`config.mk`:
```
export PLATFORM = sky130hd
export DESIGN_NAME = fx2_fifo_sched
export DESIGN_NICKNAME = d
export VERILOG_FILES = /design/src/rtl/fx2_fifo_sched.sv
export SDC_FILE = /design/constraint.sdc
export NUM_CORES = 1
export LEC_CHECK = 0
export BUFFER_PORTS_ARGS = -buffer_cell sky130_fd_sc_hd__buf_4
export CAP_MARGIN = 20
export CORE_ASPECT_RATIO = 1.2
export CORE_MARGIN = 2
export CORE_UTILIZATION = 35
export CTS_CLUSTER_DIAMETER = 40
export DETAILED_ROUTE_END_ITERATION = 8
export GPL_TIMING_DRIVEN = 1
export MAX_ROUTING_LAYER = met4
export PLACE_DENSITY = 0.68
export SLEW_MARGIN = 30
export SYNTH_ARGS = -nofsm -noshare
export SYNTH_HDL_FRONTEND = slang
export SYNTH_SLANG_ARGS = --single-unit
```
`constraint.sdc`:
```
create_clock -name IFCLK -period 1.6 [get_ports IFCLK]
set_clock_uncertainty 0.2 [all_clocks]
set_input_delay 0.32 -clock IFCLK [delete_from_list [all_inputs] [get_ports IFCLK]]
set_output_delay 0.32 -clock IFCLK [all_outputs]
set_load 0.05 [all_outputs]
```
`src/rtl/fx2_fifo_sched.sv`:
```
// FX2 slave-FIFO scheduler: EP2 host-to-FPGA reads, EP6 FPGA-to-host writes.
// Define FX2_SCHED_PKTEND_EN to commit short IN packets after an idle timeout.
module fx2_fifo_sched #(
  parameter int BURST_MAX = 64,
  parameter int PKT_WORDS = 512,
  parameter int TIMEOUT   = 1000
) (
  input  logic       IFCLK,
  input  logic       RST,
  input  logic [7:0] FDI,
  output logic [7:0] FDO,
  output logic       FDS,
  output logic       SLRD,
  output logic       SLWR,
  output logic       SLOE,
  output logic [1:0] ADDR,
  output logic       PKTEND,
  input  logic       FLAGB,
  input  logic       FLAGC,
  output logic [7:0] h2f_data,
  output logic       h2f_valid,
  input  logic       h2f_ready,
  input  logic [7:0] f2h_data,
  input  logic       f2h_valid,
  output logic       f2h_ready,
  output logic       busy
);

  if (BURST_MAX < 1 || BURST_MAX > 255 || TIMEOUT < 1 ||
      TIMEOUT > 65535 || PKT_WORDS < 2) begin : g_bad_cfg
    $error("fx2_fifo_sched: parameter out of range");
  end

  typedef enum logic [2:0] {
    IDLE, RD_SETUP, READ, WR_SETUP, WRITE
`ifdef FX2_SCHED_PKTEND_EN
    , PK_SETUP, PKT
`endif
  } state_t;

  state_t     state, nxt;
  logic [7:0] burst_cnt;
  logic       last_wr;
  logic       req_rd, req_wr;
  logic       rd_xfer, wr_xfer;
  logic       burst_last;
  logic       nxt_rd, nxt_wr;

  assign req_rd     = FLAGB & h2f_ready;
  assign req_wr     = f2h_valid & FLAGC;
  assign rd_xfer    = (state == READ) & req_rd;
  assign wr_xfer    = (state == WRITE) & req_wr;
  assign burst_last = burst_cnt == 8'(BURST_MAX - 1);

  assign SLRD      = ~rd_xfer;
  assign SLWR      = ~wr_xfer;
  assign h2f_valid = rd_xfer;
  assign f2h_ready = wr_xfer;
  assign h2f_data  = FDI;
  assign FDO       = f2h_data;
  assign busy      = state != IDLE;

`ifdef FX2_SCHED_PKTEND_EN
  localparam int PW = $clog2(PKT_WORDS);

  logic [PW-1:0] pkt_cnt, pkt_nxt;
  logic [15:0]   to_cnt;
  logic          pend;
  logic          to_hit;

  assign pkt_nxt = (pkt_cnt == PW'(PKT_WORDS - 1)) ? '0 : pkt_cnt + 1'b1;
  assign to_hit  = to_cnt == 16'(TIMEOUT);
  assign PKTEND  = state != PKT;

  always_ff @(posedge IFCLK) begin
    if (RST) begin
      pkt_cnt <= '0;
      pend    <= 1'b0;
      to_cnt  <= '0;
    end else if (wr_xfer) begin
      pkt_cnt <= pkt_nxt;
      pend    <= pkt_nxt != '0;
      to_cnt  <= '0;
    end else if (state == PKT) begin
      pkt_cnt <= '0;
      pend    <= 1'b0;
      to_cnt  <= '0;
    end else if (pend && !to_hit) begin
      to_cnt  <= to_cnt + 16'd1;
    end
  end
`else
  assign PKTEND = 1'b1;
`endif

  always_comb begin
    nxt = state;
    unique case (state)
      IDLE: begin
        if (req_rd && (!req_wr || last_wr)) nxt = RD_SETUP;
        else if (req_wr)                    nxt = WR_SETUP;
`ifdef FX2_SCHED_PKTEND_EN
        // a stale partial packet outranks new reads
        if (pend && to_hit && !req_wr)      nxt = PK_SETUP;
`endif
      end
      RD_SETUP: nxt = READ;
      READ: begin
        if (!FLAGB || (rd_xfer && burst_last) || (!h2f_ready && req_wr))
          nxt = IDLE;
      end
      WR_SETUP: nxt = WRITE;
      WRITE: begin
        if (!FLAGC || !f2h_valid || burst_last) nxt = IDLE;
      end
`ifdef FX2_SCHED_PKTEND_EN
      PK_SETUP: nxt = PKT;
      PKT:      nxt = IDLE;
`endif
      default: nxt = IDLE;
    endcase
  end

  always_comb begin
    nxt_rd = (nxt == RD_SETUP) || (nxt == READ);
    nxt_wr = (nxt == WR_SETUP) || (nxt == WRITE);
`ifdef FX2_SCHED_PKTEND_EN
    nxt_wr = nxt_wr || (nxt == PK_SETUP) || (nxt == PKT);
`endif
  end

  // bus controls are registered off the next state so FDS and SLOE switch together
  always_ff @(posedge IFCLK) begin
    if (RST) begin
      state     <= IDLE;
      ADDR      <= 2'b00;
      FDS       <= 1'b0;
      SLOE      <= 1'b1;
      burst_cnt <= '0;
      last_wr   <= 1'b1;
    end else begin
      state <= nxt;
      ADDR  <= nxt_wr ? 2'b10 : 2'b00;
      FDS   <= nxt_wr;
      SLOE  <= ~nxt_rd;
      if (state == IDLE)
        burst_cnt <= '0;
      else if (rd_xfer || wr_xfer)
        burst_cnt <= burst_cnt + 8'd1;
      if (state == IDLE && nxt == RD_SETUP) last_wr <= 1'b0;
      if (state == IDLE && nxt == WR_SETUP) last_wr <= 1'b1;
    end
  end

endmodule

```
==> metrics.cfg <==
[layout]
final_util_pct = 55.7
fin_nets = 153
final_common_cell = buf_4
fin_area_um2 = 1280
area_growth_pct = 49.9
final_cells = 160
fillCellCount = 189
diodes = 0
drive_above_1_share_pct = 55.8
final_cell_mix = buf_4, dfxtp_1, nand2_1

[routing]
dr.pass1.iters = 4
wl_per_cell_um = 14.0
via_count = 810
routed_wl_um = 2230
drtIter0Drc = 9
ant_nets = 0
drc = 0
vias_per_cell = 5.06

[sta]
min_period_over_period_pct = 120
hold_viol = 0
fin_ws_ns = -0.322
fmax_mhz = 520
slew_viol_final = 0
fin_crit_ns = 1.92
hold_ws_ns = 0.118
grt_setup_unrepaired = yes
setup_violations = 18

[status]
status = complete, but fails checks
violations = negative setup slack

[die]
ios = 48
dieArea_um2 = 2860
die_h_um = 58.2
rows = 19
core_area_um2 = 2310
die_w_um = 49.2
initial_core_util_pct = 37.2

[setup_path]
worstPathRequired_ns = 1.08
end_kind = output port
arrival_ns = 1.40
crit_start = state[0]
rr_startpoint = state[0]
startpoint_type = flip-flop
cp_max_fo = 3
path_class = flip-flop to output port

[synthesis]
synth_cells = 105
yosys_warnings = 0
synth_cell_types = 33
syn-num-nets = 128
synth_edf_count = 0
synth-seq-cells = 14
syn_area_um2 = 857
yosysSeqAreaShare_pct = 32.7
synth_ff_type = dfxtp_1
async_flop_share_pct = 0
synth.avg_cell_area_um2 = 8.16

[grt]
gr-total-overflow = 0
grt_max_degree = 14
grt_pass1_wl_um = 3590
grtUsageTotal_pct = 17.0
grt_pass1_vias = 840
antenna_found_initial = 0

[clocking]
clk_pin_slew_worst_paths_ns = 0.08
clkLatencyLatePin_ns = 0.28
holdBufCountCts = 0
cts.path.max_buffers = 2
h-tree-depth = 1
cts_buffers = 3
clock_sinks = 14
cts_tree = yes
cts-root-buf = clkbuf_4

[power]
sw_frac_of_total_pct = 30.3
p_int_w = 0.000603
power.switching_w = 0.000262
power_leakage_nw = 0.521
clock_power_share_pct = 28.9
power_frac_seq_pct = 42.7
vdd_drop_max_v = 0.000333
power.density_nw_per_um2 = 673
p_comb_share_pct = 28.4

[placed_design]
place_area_um2 = 1040
place_congestion = 0.907
dp.cells = 149
numPortBuffers = 13
dp_hpwl_um = 1430

[hold_path]
hp-class = input pin to flip-flop
min_from = RST

[flow_run]
drv_cap = 0

[final cells by class]
type | count | area (µm²) | area share (%)
sequential | 14 | 287 | 22.3
inverter | 5 | 33.8 | 2.63
tap | 31 | 38.8 | 3.02
timing repair buffer | 41 | 343 | 26.7
multi-input combinational | 65 | 547 | 42.6
clock buffer | 4 | 36.3 | 2.82
[final timing paths]
path                                      to  slack, ns  depth (start not counted)
worst max-delay path               f2h_ready      -0.32                          3
worst min-delay path                state[2]       0.12                          2
worst min register to register  burst_cnt[3]       0.28                          2
worst max register to register  burst_cnt[5]      -0.23                          5
[per-layer routing]
layer	track usage, %	up-vias	share of wire (%)
met5	-	-	0
met4	10.2	0	2.0
met3	3.35	6	4.7
met2	30.9	23	54
met1	16.6	385	39
li1	-	396	-
[through the flow]
stage                     power (W)  setup WS [ns]  setup TNS, ns
after floorplan            0.000612         -0.351          -2.10
after global placement     0.000570         -0.250          -2.36
after detailed placement   0.000573         -0.303          -2.82
after CTS                  0.000846         -0.332          -2.84
after global routing       0.000907         -0.372          -4.04
final                      0.000864         -0.322          -2.97
[cells by family after synthesis]
| family | synth area share, % |
|---|---|
| fa+ha+maj | 1.46 |
| other cells | 0.876 |
| mux | 7.01 |
| buf+inv | 19.9 |
| compound gates | 13.4 |
| simple gates | 24.7 |
| flops | 32.7 |
[worst max-delay path: stages (launching register included)]
cell and delay [ns]:
dfxtp_2 0.33, or4b_4 0.59, inv_12 0.08, buf_12 0.12
[synth_stat cells (2+ instances only)]
cell type	count	area share, %
o21ai_1	2	1.2
nand2_1	10	4.4
or3_1	5	3.6
nor3_1	4	2.3
a21oi_1	7	4.1
mux2i_1	6	7.0
nor3b_1	2	1.8
inv_1	2	0.88
nand2b_1	3	2.2
inv_2	3	1.3
nor2_1	4	1.8
nand3_1	2	1.2
dfxtp_1	14	33
a2111oi_0	2	2.0
nand4_1	2	1.5
conb_1	2	0.88
buf_4	19	17
[registers in the layout, indices dropped and copies added (netlist names)]
register / flops
last_wr: 1
ADDR: 1
burst_cnt: 8
state: 3
SLOE: 1
[power by group through the flow]
| stage | clock [W] | sequential, W | combinational, W |
|---|---|---|---|
| 2_1_floorplan | 0 | 0.000399 | 0.000213 |
| 3_3_place_gp | 0 | 0.000376 | 0.000194 |
| 3_5_place_dp | 0 | 0.000376 | 0.000196 |
| 4_1_cts | 0.000256 | 0.000369 | 0.000221 |
| 5_1_grt | 0.000275 | 0.000371 | 0.000261 |
| 6_report | 0.000250 | 0.000369 | 0.000245 |
[repair_timing]
action | CTS | global route
pin swaps | 5 | 4
setup endpoints to repair | 16 | 18
gates resized for setup | 23 | 11
endpoints found under the hold margin | 0 | 0
setup buffers | 5 | 4
No activity file was read; power rests on OpenSTA's default activity.
